$ cat src/rtl/riscv_pkg.sv
// riscv_pkg: shared fetch-stage types, widths and PC helper
package riscv_pkg;
    localparam int XLEN        = 32;
    localparam int INSTR_BYTES = 4;

    typedef enum logic [1:0] {BOOT, RUN, DRAIN} fetch_state_e;

    typedef struct packed {
        logic [XLEN-1:0] pc;
        logic [XLEN-1:0] instr;
    } fq_entry_t;

    function automatic logic [XLEN-1:0] align_pc(input logic [XLEN-1:0] pc);
        return pc & ~XLEN'(INSTR_BYTES - 1);
    endfunction
endpackage

$ cat src/rtl/ifetch_fifo.sv
// ifetch_fifo: DEPTH-entry {pc,instr} prefetch queue with push/pop/flush and occupancy count
module ifetch_fifo
    import riscv_pkg::*;
#(
    parameter int DEPTH = 2
) (
    input  logic                   clk,
    input  logic                   rst,
    input  logic                   push,
    input  fq_entry_t              wdata,
    input  logic                   pop,
    input  logic                   flush,
    output fq_entry_t              rdata,
    output logic [$clog2(DEPTH):0] count
);
    localparam int AW = $clog2(DEPTH);

    logic [AW-1:0] wp, rp;
    fq_entry_t     mem [DEPTH];

    // pointers and occupancy; flush empties the queue in one cycle
    always_ff @(posedge clk or negedge rst) begin
        if (!rst) begin
            wp    <= '0;
            rp    <= '0;
            count <= '0;
        end else if (flush) begin
            wp    <= '0;
            rp    <= '0;
            count <= '0;
        end else begin
            wp    <= wp + AW'(push);
            rp    <= rp + AW'(pop);
            count <= count + (AW+1)'(push) - (AW+1)'(pop);
        end
    end

    // entry storage; no reset needed since reads are qualified by count
    always_ff @(posedge clk) begin
        if (push && !flush) mem[wp] <= wdata;
    end

    assign rdata = mem[rp];
endmodule

$ cat src/rtl/ifetch.sv
// ifetch: credit-limited instruction prefetch with redirect flush/drain; IFETCH_PERF_EN adds perf_fetched/perf_flushed
module ifetch
    import riscv_pkg::*;
#(
    parameter int              DEPTH    = 2,
    parameter logic [XLEN-1:0] RESET_PC = 32'h0000_0000
) (
    input  logic            clk,
    input  logic            rst,
    output logic            imem_req_valid,
    input  logic            imem_req_ready,
    output logic [XLEN-1:0] imem_req_addr,
    input  logic            imem_rsp_valid,
    input  logic [XLEN-1:0] imem_rsp_data,
    input  logic            redirect_valid,
    input  logic [XLEN-1:0] redirect_pc,
    input  logic            stall,
`ifdef IFETCH_PERF_EN
    output logic [31:0]     perf_fetched,
    output logic [31:0]     perf_flushed,
`endif
    output logic            if_valid,
    output logic [XLEN-1:0] if_instr,
    output logic [XLEN-1:0] if_pc,
    output logic [XLEN-1:0] if_pc4
);
    localparam int CW = $clog2(DEPTH) + 1;

    fetch_state_e    state;
    logic [XLEN-1:0] fpc, rpc;
    logic [CW-1:0]   osd, dsc, qcnt, osd_n, dsc_n;
    logic            fire, rsp_ok, drop, push, pop;
    fq_entry_t       head;

    // responses with nothing outstanding are stale (issued before reset) and ignored
    assign rsp_ok         = imem_rsp_valid && osd != '0;
    assign imem_req_valid = state == RUN && !redirect_valid &&
                            ({1'b0, osd} + {1'b0, qcnt} < (CW+1)'(DEPTH));
    assign imem_req_addr  = fpc;
    assign fire           = imem_req_valid && imem_req_ready;
    assign drop           = rsp_ok && (dsc != '0 || redirect_valid);
    assign push           = rsp_ok && !drop;
    assign pop            = if_valid && !stall && !redirect_valid;
    assign osd_n          = osd + CW'(fire) - CW'(rsp_ok);
    assign dsc_n          = redirect_valid ? osd_n : dsc - CW'(rsp_ok && dsc != '0);

    // fetch/response PCs, credit and discard counters, and fetch mode
    always_ff @(posedge clk or negedge rst) begin
        if (!rst) begin
            state <= BOOT;
            fpc   <= RESET_PC;
            rpc   <= RESET_PC;
            osd   <= '0;
            dsc   <= '0;
        end else begin
            osd <= osd_n;
            dsc <= dsc_n;
            if (redirect_valid) begin
                fpc   <= align_pc(redirect_pc);
                rpc   <= align_pc(redirect_pc);
                state <= (state == DRAIN || osd_n != '0) ? DRAIN : RUN;
            end else begin
                if (fire) fpc <= fpc + XLEN'(INSTR_BYTES);
                if (push) rpc <= rpc + XLEN'(INSTR_BYTES);
                state <= (state == BOOT || (state == DRAIN && dsc_n == '0)) ? RUN : state;
            end
        end
    end

    ifetch_fifo #(.DEPTH(DEPTH)) u_fifo (
        .clk   (clk),
        .rst   (rst),
        .push  (push),
        .wdata ('{pc: rpc, instr: imem_rsp_data}),
        .pop   (pop),
        .flush (redirect_valid),
        .rdata (head),
        .count (qcnt)
    );

    assign if_valid = qcnt != '0;
    assign if_pc    = if_valid ? head.pc : '0;
    assign if_instr = if_valid ? head.instr : '0;
    assign if_pc4   = if_pc + XLEN'(INSTR_BYTES);

`ifdef IFETCH_PERF_EN
    // delivered instructions, and queued or in-flight instructions lost to redirects
    always_ff @(posedge clk or negedge rst) begin
        if (!rst) begin
            perf_fetched <= '0;
            perf_flushed <= '0;
        end else begin
            perf_fetched <= perf_fetched + 32'(pop);
            perf_flushed <= perf_flushed + (redirect_valid ? 32'(qcnt) : 32'd0) + 32'(drop);
        end
    end
`endif
endmodule

$ cat config.mk
export PLATFORM = sky130hd
export DESIGN_NAME = ifetch
export DESIGN_NICKNAME = d
export VERILOG_FILES = /design/src/rtl/riscv_pkg.sv /design/src/rtl/ifetch_fifo.sv /design/src/rtl/ifetch.sv
export SDC_FILE = /design/constraint.sdc
export NUM_CORES = 1
export LEC_CHECK = 0
export CORE_MARGIN = 4
export CORE_UTILIZATION = 57
export CTS_BUF_LIST = sky130_fd_sc_hd__clkbuf_8
export DETAILED_ROUTE_END_ITERATION = 7
export PLACE_DENSITY_LB_ADDON = 0.15
export SLEW_MARGIN = 10
export SYNTH_ARGS = -nofsm -noshare
export SYNTH_HDL_FRONTEND = slang
export SYNTH_SLANG_ARGS = --single-unit
$ cat constraint.sdc
create_clock -name clk -period 8.4 [get_ports clk]
set_input_delay 0.84 -clock clk [delete_from_list [all_inputs] [get_ports clk]]
set_output_delay 0.84 -clock clk [all_outputs]
set_load 0.02 [all_outputs]
# Yosys cells after proc, flatten, opt, wreduce, memory -nomap -nowiden
# Memory sizes are Yosys's and may differ from the RTL's.
# Index checks and enable logic that the tools add are counted.
# word_totals
reg_bits	74
memories	1
ramBits	128
out_inout_bits	130
wordCells	64
in_bits	70
# mem_list
memory	words	width	read_ports	rd_ports_with_merged_regs	write_ports	line	rtl
u_fifo.mem	2	64	1	0	1	ifetch_fifo.sv:19	fq_entry_t mem [DEPTH];
# classes
add_sub_neg	11
order_cmp	1
n_eq_ne	2
reduce_logical	26
mux	15
# op_table
op	n
32-bit 2-to-1 mux	6
32-bit by 3-bit adder with 32-bit output (second input constant)	3
2-bit nonzero test	7
1-bit logical AND	11
2-bit 2-to-1 mux	5
2-bit by 1-bit subtractor with 2-bit output	3
2-bit by 1-bit adder with 2-bit output	2
2-bit logical NOT	2
1-bit 2-to-1 mux	4
2-bit by 2-bit adder with 3-bit output	1
1-bit logical NOT	3
1-bit logical OR	3
3-bit by 2-bit < comparator with 1-bit output (second input constant)	1
1-bit adder	2
2-bit by 1-bit == test with 1-bit output (second input constant)	1
2-bit == test (second input constant)	1

# Logic depth before layout (Yosys ltp)
# Gate-level depths: netlist of the first run.
# logic_depth
ltp_word	12
depth_mapped	13
mapped_depth_nobuf	12

# Hierarchy
# A second synthesis of the first run with hierarchy kept.
# hier_totals
cells_unflattened	774
area_unflattened_um2	9854.5
# by_module_without_submodules
module	n_inst	seq_area_each_um2	area_each_um2	cells_per_inst
ifetch_fifo	1	3943.8	5031.1	216
ifetch	1	1651.6	4823.4	558

# Least setup slack after synthesis of the first run
# Ideal clock, no wire load.
# synth_path
path_type	input to register
start	input redirect_valid
end	memory u_fifo.mem[0][0] in the netlist's numbering (enable)
n_path_buf	2
arrival_ns	5.506
path_stages	3
slack_ns	2.336
setup_ns	0.559
t_required_ns	7.841
path_cell_list	clkbuf_1 clkbuf_1 nor3_1
# synth_between
elab_chain_cells	7
elab_cells_between_ends	8
classes_between	mux (2); reduce/logical (6)
# synth_rtl
element	line	rtl
from (decl)	ifetch.sv:15	input logic redirect_valid,
1-bit logical OR	ifetch.sv:41	assign drop = rsp_ok && (dsc != '0 || redirect_valid);
1-bit logical AND	ifetch.sv:41	
1-bit logical NOT	ifetch.sv:42	assign push = rsp_ok && !drop;
1-bit logical AND	ifetch.sv:42	
1-bit logical AND *	ifetch_fifo.sv:40	if (push && !flush) mem[wp] <= wdata;
1-bit 2-to-1 mux *	ifetch_fifo.sv:40	
1-bit 2-to-1 mux (implied by the code) *	ifetch_fifo.sv:40	
to (decl)	ifetch_fifo.sv:19	
# Every way passes the cells marked *; elsewhere a longest branch is shown, timed or not.

# Worst setup path in the final report of the first run
# layout_path
start	register u_fifo.rp
end	output if_pc4[29]
# layout_between
elab_chain_cells	3
# layout_rtl
element	line	rtl
from (decl)	ifetch_fifo.sv:18	logic [AW-1:0] wp, rp;
from (signal assigned)	ifetch_fifo.sv:33	rp <= rp + AW'(pop);
memory read 2 x 64 bit	n/a	
32-bit 2-to-1 mux	ifetch.sv:82	assign if_pc = if_valid ? head.pc : '0;
32-bit by 3-bit adder with 32-bit output	ifetch.sv:84	assign if_pc4 = if_pc + XLEN'(INSTR_BYTES);
to (decl)	ifetch.sv:25	output logic [XLEN-1:0] if_pc4
# Every way passes these cells.

==> results of run 1 <==
[sequential cells by signal (all words and copies together), names as in the netlist]
register       flops
u_fifo.mem       124
imem_req_addr     30
rpc               30
dsc                2
osd                2
state              2
u_fifo.count       2
u_fifo.rp          1
u_fifo.wp          1
[cells in the mapped netlist, drive strengths merged, types with 2 or more instances]
master / number
buf: 35
o311ai: 6
xnor2: 38
nor2: 87
ha: 8
nand4: 25
clkbuf: 6
o41ai: 2
nor4b: 2
nand3: 39
nand2: 57
a21o: 2
nor3b: 3
a21boi: 2
and2: 4
and3: 10
nor3: 23
nor4: 14
nand3b: 13
a211oi: 7
a21oi: 13
nor2b: 3
or3: 2
dfrtp: 70
o211ai: 10
edfxtp: 124
mux2: 23
or4: 2
mux2i: 61
xor2: 36
a31oi: 3
and4: 6
o21ai: 28
inv: 19
nand4b: 2
[cells by family after synthesis]
| logic type | Yosys count |
|---|---|
| compound gates | 79 |
| fa+ha+maj | 9 |
| mux | 84 |
| xor+xnor | 74 |
| flops | 194 |
| buf+inv | 61 |
| simple gates | 297 |
| other cells | 1 |
[metrics by stage]
stage               utilization, %  worst slack, ns  hold slack (ns)  instances  cell area (sq um)
floorplan                        -             2.34            0.456        804               9580
global placement              70.2             3.96            0.480       1181              11600
detailed placement            70.2             3.93            0.488       1181              11600
CTS                           72.6             3.40            0.505       1213              12000
global route                  72.6             3.21            0.527       1213              12000
finish                        72.6             3.48            0.507       1213              12000
[layout make-up]
class | instances | area share [%]
sequential | 194 | 45.7
inverter | 20 | 0.626
tap | 220 | 2.30
multi-input combinational | 549 | 31.8
clock buffer | 17 | 1.95
clock inverter | 15 | 1.32
timing repair buffer | 198 | 16.3
[cells in the final DEF (no fill, tap or decap), types with 3 or more instances in the layout]
master,n
dfrtp_1,69
nor4_1,11
edfxtp_1,124
inv_8,7
and4_1,6
o311ai_0,5
a21oi_1,13
and3_1,9
ha_1,8
clkbuf_8,17
mux2i_1,61
nor2b_1,3
o21ai_0,28
a31oi_1,3
xor2_1,36
a211oi_2,5
nor2_1,85
nand3_1,38
clkinv_4,3
and2_1,4
mux2_2,23
conb_1,6
nor3_2,3
nand3b_1,12
nor3_1,20
nand4_1,22
buf_4,7
xnor2_1,38
clkdlybuf4s50_1,190
o211ai_1,10
nand2_1,56
inv_1,17
[worst max path at each step]
| stage | startpoint | cells past startpoint | to | slack [ns] |
|---|---|---|---|---|
| floorplan | redirect_valid | 3 | u_fifo.mem[0][0]$_DFFE_PP_ | 2.34 |
| global placement | u_fifo.rp$_DFF_PN0_ | 7 | if_pc4[29] | 3.96 |
| detailed placement | u_fifo.rp$_DFF_PN0_ | 7 | if_pc4[29] | 3.93 |
| CTS | u_fifo.rp$_DFF_PN0_ | 7 | if_pc4[29] | 3.40 |
| global route | u_fifo.rp$_DFF_PN0_ | 7 | if_pc4[29] | 3.21 |
| finish | u_fifo.rp$_DFF_PN0_ | 7 | if_pc4[29] | 3.48 |
[worst reg2reg max path, delay by kind of cell (launching register included)]
kind            cells  cell delay [ns]
flops               1             0.43
buf+inv             2             0.29
fa+ha+maj           3             0.97
compound gates      2             0.31
simple gates        3             0.95
xor+xnor            2             0.36
[power groups by stage]
stage / clock network (mW) / registers, mW / logic [mW]
after floorplan: 0 / 1.20 / 0.385
after global placement: 0 / 1.20 / 0.648
after detailed placement: 0 / 1.20 / 0.656
after CTS: 0.598 / 1.18 / 0.661
after global routing: 0.638 / 1.20 / 0.710
final: 0.583 / 1.19 / 0.655
[per-layer routing]
metal	global-route usage [%]	share of wire, %	wire (microns)	vias to the layer above
li1	-	-	-	3284
met1	33.8	47	9760	3271
met2	33.9	46	9520	211
met3	4.67	6.3	1310	24
met4	5.32	1.1	236	0
met5	0	0	0	-
==> impl_metrics.env, run 1 <==
export IMPL_num_vias=6790
export IMPL_post_cts_resized=0
export IMPL_seq_area_sq_um=5480
export IMPL_power_frac_comb_pct=27.0
export IMPL_clk_pin_slew_ns=0.10
export IMPL_endpoint_kind="primary output"
export IMPL_ir_drop_mv=0.120
export IMPL_cts_tree="built"
export IMPL_p_leak_nw=4.18
export IMPL_tightestPinTransition_ns=0.964
export IMPL_crit_fanout=67
export IMPL_rsz0062_at_grt="no"
export IMPL_cts_setup_buffers=0
export IMPL_pwr_share_clk_pct=24.1
export IMPL_synth_compound_area_share_pct=5.62
export IMPL_synth_seq_cells=194
export IMPL_synth_edff_count=124
export IMPL_clock_latency_ns=0.46
export IMPL_htreeDepth=4
export IMPL_arrival_ns=4.08
export IMPL_holdPathEnd="u_fifo.mem[0][63]$_DFFE_PP_"
export IMPL_synth_top_flop_cell="edfxtp_1"
export IMPL_die_height_microns=138
export IMPL_cp_top_family="buffers and inverters"
export IMPL_slowest_stage="buf_4"
export IMPL_synthSimpleGateAreaFrac_pct=16.7
export IMPL_max_slew_margin_pct=35.7
export IMPL_area_delta_synth_final_pct=25.4
export IMPL_slew_violations=0
export IMPL_multi_input_area_sq_um=3810
export IMPL_switching_power_uw=799
export IMPL_postCtsHoldBufs=0
export IMPL_crit_type="register to primary output"
export IMPL_layout_drive_gt1_share_pct=9.67
export IMPL_clock_path_buffers=2
export IMPL_first_pass_iters=5
export IMPL_drt_wl_total_mm=20.8
export IMPL_synth_cell_types=66
export IMPL_fin_worst_skew_ns=0.0110
export IMPL_netlist_area_sq_um=9570
export IMPL_hold_viol=0
export IMPL_synth_warnings=0
export IMPL_seq_area_frac_synth_pct=57.2
export IMPL_yosys_area_top_type="edfxtp_1"
export IMPL_synth_top_area_share_pct=38.9
export IMPL_ff2ff_setup_slack_ns=4.97
export IMPL_period_minus_slack_ns=4.92
export IMPL_start_kind="register"
export IMPL_path_cells="buf_4 > mux2i_1 > a211oi_2 > nand3_2 > or4_1 > xnor2_1 > clkdlybuf4s50_1"
export IMPL_avgViaCountPerCell=5.60
export IMPL_core_area_sq_um=16500
export IMPL_seq_power_share_pct=48.9
export IMPL_nets=1059
export IMPL_fmax_mhz=203
export IMPL_synth_top_family_by_area="simple AND/OR/NAND/NOR gates"
export IMPL_postRouteAntennaNets=0
export IMPL_grt_pass1_vias=6438
export IMPL_grt_usage_pct=22.5
export IMPL_holdPathStages=0
export IMPL_power_density_nw_per_um2=202
export IMPL_p_total_mw=2.42
export IMPL_start_util_pct=57.9
export IMPL_crit_buf_inv=2
export IMPL_required_ns=7.56
export IMPL_synthCells=799
export IMPL_worstHoldStart="rpc[31]$_DFFE_PN0N_"
export IMPL_drc=0
export IMPL_avgSynthCellArea_sq_um=12.0
export IMPL_gp_congestion=0.849
export IMPL_drt_iter0_drc=438
export IMPL_synth_xor_area_share_pct=6.78
export IMPL_die_w_microns=138
export IMPL_ys_async_sr_fraction_pct=36.1
export IMPL_synthMuxAreaShare_pct=9.09
export IMPL_antenna_cells=0
export IMPL_reg2reg_from="u_fifo.count[0]$_DFF_PN0_"
export IMPL_cts_made_buffers=17
export IMPL_swShare_pct=32.9
export IMPL_dp_hpwl_mm=14.7
export IMPL_ctsRootBufferMaster="clkbuf_8"
export IMPL_ys_top_cells_by_area="edfxtp_1, dfrtp_1, mux2i_1"
export IMPL_status="finished clean"
export IMPL_synth_fa_ha_area_share_pct=1.26
export IMPL_layout_worst_path_cycle_share_pct=58.6
export IMPL_drv_cap=0
export IMPL_rows=47
export IMPL_dieArea_sq_um=18900
export IMPL_io_pins=200
export IMPL_worstHoldPathType="register to register"
export IMPL_numClockSinks=194
export IMPL_grt_max_degree=71
export IMPL_r2r_cells=12
export IMPL_gr_total_overflow=0
export IMPL_fill_cells=1173
export IMPL_setup_viol=0
export IMPL_intPower_mw=1.63
export IMPL_numPortBuffers=191
export IMPL_grt_pass1_wl_mm=33.2
export IMPL_critPathMaxStageDelay_ns=0.82
export IMPL_final_setup_tns_ns=0
export IMPL_r2r_end="state[0]$_DFFE_PN0P_"
export IMPL_antenna_found_initial=0
export IMPL_wire_per_inst_microns=17.2
Note: power is estimated with default switching activity, not from simulation.
==> run 2, diff against run 1 <==
Settings changed: CORE_UTILIZATION 57 to 48.
Clock period 8.4 ns to 4.32 ns, I/O delays scaled along.
==> run 2 against run 1 <==
Critical path depth stayed put; largest power group unchanged; clock skew grew 0.012 ns; die area rose by 18%; sequential power is 94% higher; worst hold slack lost 0.45 ns; final cell count grew 4.2%; critical endpoint unchanged.
==> impl_metrics.env, run 2 (synthesis gave the netlist of run 1 again) <==
export IMPL_numClockSinks=194
export IMPL_p_total_mw=4.76
export IMPL_postPlaceCellArea_sq_um=11700
export IMPL_layout_drive_gt1_share_pct=10.2
export IMPL_antenna_found_initial=0
export IMPL_numPortBuffers=191
export IMPL_crit_type="register to primary output"
export IMPL_power_density_nw_per_um2=393
export IMPL_final_setup_tns_ns=0
export IMPL_drt_iter0_drc=382
export IMPL_ff2ff_setup_slack_ns=0.84
export IMPL_rsz0062_at_grt="no"
export IMPL_gp_congestion=0.842
export IMPL_cts_made_buffers=17
export IMPL_grt_max_degree=63
export IMPL_r2r_end="state[0]$_DFFE_PN0P_"
export IMPL_endpoint_kind="primary output"
export IMPL_postRouteAntennaNets=0
export IMPL_die_w_microns=149
export IMPL_fmax_mhz=252
export IMPL_hold_viol=0
export IMPL_avgViaCountPerCell=5.32
export IMPL_grt_usage_pct=20.1
export IMPL_start_util_pct=49.0
export IMPL_post_cts_resized=0
export IMPL_setup_viol=0
export IMPL_status="finished clean"
export IMPL_drv_cap=0
export IMPL_p_leak_nw=4.21
export IMPL_num_vias=6725
export IMPL_grt_pass1_vias=6656
export IMPL_regMostFlops="u_fifo.mem"
export IMPL_cts_tree="built"
export IMPL_ctsRootBufferMaster="clkbuf_8"
export IMPL_clk_pin_slew_ns=0.11
export IMPL_arrival_ns=3.53
export IMPL_grt_pass1_wl_mm=35.4
export IMPL_design_area_sq_um=12100
export IMPL_drt_wl_total_mm=22.0
export IMPL_postCtsHoldBufs=0
export IMPL_tightestPinTransition_ns=0.885
export IMPL_largest_reg_flops=124
export IMPL_reg2reg_from="u_fifo.count[0]$_DFF_PN0_"
export IMPL_cts_setup_buffers=0
export IMPL_crit_fanout=23
export IMPL_io_pins=200
export IMPL_layout_worst_path_cycle_share_pct=91.8
export IMPL_worstHoldPathType="input pin to async pin"
export IMPL_core_area_sq_um=19500
export IMPL_clock_path_buffers=2
export IMPL_max_slew_margin_pct=40.8
export IMPL_fin_worst_skew_ns=0.0228
export IMPL_clock_latency_ns=0.48
export IMPL_wire_per_inst_microns=17.4
export IMPL_layout_commonest_cell="clkdlybuf4s50_1"
export IMPL_r2r_cells=12
export IMPL_slew_violations=0
export IMPL_start_kind="register"
export IMPL_layout_common_cells="clkdlybuf4s50_1, edfxtp_1, nor2_1"
export IMPL_nets=1065
export IMPL_rows=51
export IMPL_die_height_microns=149
export IMPL_antenna_cells=0
export IMPL_drc=0
export IMPL_area_delta_synth_final_pct=26.7
export IMPL_ir_drop_mv=0.205
export IMPL_gr_total_overflow=0
export IMPL_period_minus_slack_ns=3.96
export IMPL_required_ns=3.89
export IMPL_first_pass_iters=5
export IMPL_fill_cells=1593
export IMPL_htreeDepth=4
export IMPL_dieArea_sq_um=22300
export IMPL_dp_hpwl_mm=15.7
## run 2: cell types whose count changed in the layout (fill, tap and decap cells not counted), sizes merged
cell,change
buf,+6
## run 2: cell type report
cell class	instances	area (sq um)	area share (%)
clock buffers	17	234	1.93
clock inverters	15	178	1.47
inverters	20	75.1	0.619
multi-input cells	549	3820	31.5
flip-flops and latches	194	5480	45.2
well taps	265	332	2.74
repair buffers	204	2000	16.5
## run 2: critical path, cell delays in order (launching register included)
cell and delay (ns):
dfrtp_4 0.64, buf_4 0.27, nand3b_1 0.19, a211oi_2 0.43
nand3_2 0.23, or4_1 0.53, xnor2_1 0.15, clkdlybuf4s50_1 0.62
## run 2: power breakdown
part           internal [mW]  leakage, nW  switching [mW]
Sequential              2.14         1.96           0.167
Combinational          0.582         2.05           0.703
Clock                  0.445        0.203           0.723
## run 2: per-stage QoR
stage	utilization [%]	cells	hold slack, ns	worst slack, ns
floorplan	-	804	0.136	0.560
global placement	60.0	1232	0.487	0.865
detailed placement	60.0	1232	0.490	0.840
CTS	62.1	1264	0.0508	0.312
global route	62.1	1264	0.0811	0.0517
finish	62.1	1264	0.0555	0.355
## run 2: metal layers
| metal | global-route usage [%] | wire length (microns) |
|---|---|---|
| met2 | 30.5 | 9900 |
| met4 | 4.62 | 249 |
| met3 | 4.53 | 1510 |
| met1 | 29.6 | 10300 |
| met5 | 0 | 0 |
## run 2: worst max path at each step
stage	startpoint	to	slack [ns]
3_5_place_dp	u_fifo.rp$_DFF_PN0_	if_pc4[29]	0.84
6_report	u_fifo.rp$_DFF_PN0_	if_pc4[29]	0.36
5_1_grt	u_fifo.rp$_DFF_PN0_	if_pc4[16]	0.05
2_1_floorplan	redirect_valid	u_fifo.mem[0][0]$_DFFE_PP_	0.56
3_3_place_gp	u_fifo.count[0]$_DFF_PN0_	state[0]$_DFFE_PN0P_	0.86
4_1_cts	u_fifo.rp$_DFF_PN0_	if_pc4[29]	0.31
==> run 3, diff against run 2 <==
Settings changed: CELL_PAD_IN_SITES_DETAIL_PLACEMENT set to 1, CELL_PAD_IN_SITES_GLOBAL_PLACEMENT set to 2, CORE_UTILIZATION 48 to 31.
==> run 3 against run 2 <==
Utilization is 22 points lower; register-to-register slack better by 0.51 ns; global-route usage decreased by 4.5 points; critical endpoint unchanged; largest cell class unchanged; highest routed layer unchanged.
==> impl_metrics.env, run 3 (synthesis gave the netlist of run 1 again) <==
export IMPL_endpoint_kind="primary output"
export IMPL_postRouteAntennaNets=0
export IMPL_drt_iter0_drc=291
export IMPL_post_cts_resized=0
export IMPL_ctsRootBufferMaster="clkbuf_8"
export IMPL_drc=0
export IMPL_setup_viol=0
export IMPL_gp_congestion=0.727
export IMPL_cts_setup_buffers=0
export IMPL_postCtsHoldBufs=0
export IMPL_status="finished clean"
export IMPL_largest_reg_flops=124
export IMPL_drv_cap=0
export IMPL_fill_cells=3294
export IMPL_antenna_cells=0
export IMPL_r2r_end="state[0]$_DFFE_PN0P_"
export IMPL_layout_drive_gt1_share_pct=10.8
export IMPL_switching_power_mw=1.72
export IMPL_cts_made_buffers=17
export IMPL_area_delta_synth_final_pct=29.3
export IMPL_reg2reg_from="u_fifo.count[0]$_DFF_PN0_"
export IMPL_power_density_nw_per_um2=399
export IMPL_seq_power_share_pct=46.9
export IMPL_start_util_pct=31.4
export IMPL_ir_drop_mv=0.167
export IMPL_layout_common_cells="clkdlybuf4s50_1, edfxtp_1, nor2_1"
export IMPL_worstHoldPathType="input pin to async pin"
export IMPL_dieArea_sq_um=33700
export IMPL_r2r_cells=12
export IMPL_clock_latency_ns=0.49
export IMPL_grt_pass1_vias=7113
export IMPL_pwr_share_clk_pct=26.3
export IMPL_layout_worst_path_cycle_share_pct=93.3
export IMPL_arrival_ns=3.60
export IMPL_intPower_mw=3.21
export IMPL_numPortBuffers=191
export IMPL_rows=64
export IMPL_grt_usage_pct=15.5
export IMPL_required_ns=3.89
export IMPL_clock_path_buffers=2
export IMPL_utilization_pct=40.6
export IMPL_cts_tree="built"
export IMPL_fin_worst_skew_ns=0.0238
export IMPL_wire_per_inst_microns=18.8
export IMPL_crit_type="register to primary output"
export IMPL_regMostFlops="u_fifo.mem"
export IMPL_drt_wl_total_mm=26.3
export IMPL_grt_max_degree=63
export IMPL_rsz0062_at_grt="no"
export IMPL_hold_viol=0
export IMPL_die_w_microns=184
export IMPL_num_vias=6878
export IMPL_ff2ff_setup_slack_ns=1.35
export IMPL_grt_pass1_wl_mm=41.4
export IMPL_avgViaCountPerCell=4.91
export IMPL_start_kind="register"
export IMPL_crit_fanout=20
export IMPL_slew_violations=0
export IMPL_layout_commonest_cell="clkdlybuf4s50_1"
export IMPL_dp_hpwl_mm=18.9
export IMPL_antenna_found_initial=0
export IMPL_nets=1070
export IMPL_fmax_mhz=248
export IMPL_power_frac_comb_pct=26.7
export IMPL_tightestPinTransition_ns=0.892
export IMPL_numClockSinks=194
export IMPL_period_minus_slack_ns=4.03
export IMPL_first_pass_iters=4
export IMPL_die_height_microns=184
export IMPL_htreeDepth=4
export IMPL_swShare_pct=34.8
export IMPL_gr_total_overflow=0
export IMPL_p_leak_nw=4.26
export IMPL_clk_pin_slew_ns=0.13
export IMPL_core_area_sq_um=30500
export IMPL_final_setup_tns_ns=0
export IMPL_io_pins=200
export IMPL_whs_ns=0.0284
export IMPL_max_slew_margin_pct=40.5
[run 3: cell types whose count changed in the layout (fill, tap and decap cells not counted), sizes merged]
cell | previous run | this run
buf | 14 | 20
clkdlybuf4s50 | 190 | 189
clkinv | 7 | 5
clkinvlp | 1 | 0
inv | 27 | 30
[run 3: power groups by stage]
| stage | Sequential, mW | Combinational (mW) | Clock, mW |
|---|---|---|---|
| 3_3_place_gp | 2.36 | 1.32 | 0 |
| 5_1_grt | 2.34 | 1.45 | 1.42 |
| 2_1_floorplan | 2.34 | 0.749 | 0 |
| 3_5_place_dp | 2.37 | 1.32 | 0 |
| 6_report | 2.31 | 1.32 | 1.30 |
| 4_1_cts | 2.33 | 1.33 | 1.35 |
[run 3: stage by stage]
stage	worst slack (ns)	instance area [sq um]	power, mW	instances
after floorplan	0.560	9590	3.08	804
after global placement	0.649	11900	3.68	1366
after detailed placement	0.638	11900	3.69	1366
after CTS	0.0501	12300	5.01	1398
after global routing	0.0426	12400	5.21	1400
final	0.291	12400	4.93	1400
[run 3: area by class of cell]
type                       instances  area, sq um  area share, %
multi-input combinational        549         3820           30.9
tap                              396          495           4.00
inverter                          20         75.1          0.607
timing repair buffer             209         2050           16.6
sequential                       194         5480           44.3
clock buffer                      17          234           1.89
clock inverter                    15          221           1.79
[run 3: critical path, cell delays in order, from the launching register on]
cell             delay [ns]
dfrtp_4                0.60
buf_6                  0.20
buf_8                  0.17
nand3b_1               0.18
a211oi_2               0.41
nand3_2                0.24
or4_1                  0.53
xnor2_1                0.14
clkdlybuf4s50_1        0.63
[run 3: worst max path at each step]
stage / startpoint / to / slack (ns)
4_1_cts: u_fifo.rp$_DFF_PN0_ / if_pc4[16] / 0.05
2_1_floorplan: redirect_valid / u_fifo.mem[0][0]$_DFFE_PP_ / 0.56
3_5_place_dp: u_fifo.rp$_DFF_PN0_ / if_pc4[16] / 0.64
3_3_place_gp: u_fifo.rp$_DFF_PN0_ / if_pc4[16] / 0.65
6_report: u_fifo.rp$_DFF_PN0_ / if_pc4[29] / 0.29
5_1_grt: u_fifo.rp$_DFF_PN0_ / if_pc4[31] / 0.04
[run 3: metal layers]
metal  share of wire, %  GRT usage (%)  vias up
li1                   -              -     3299
met1                 51           23.7     3394
met2                 43           22.9      170
met3                4.7           3.01       15
met4               0.77           3.31        0
met5                  0              0        -
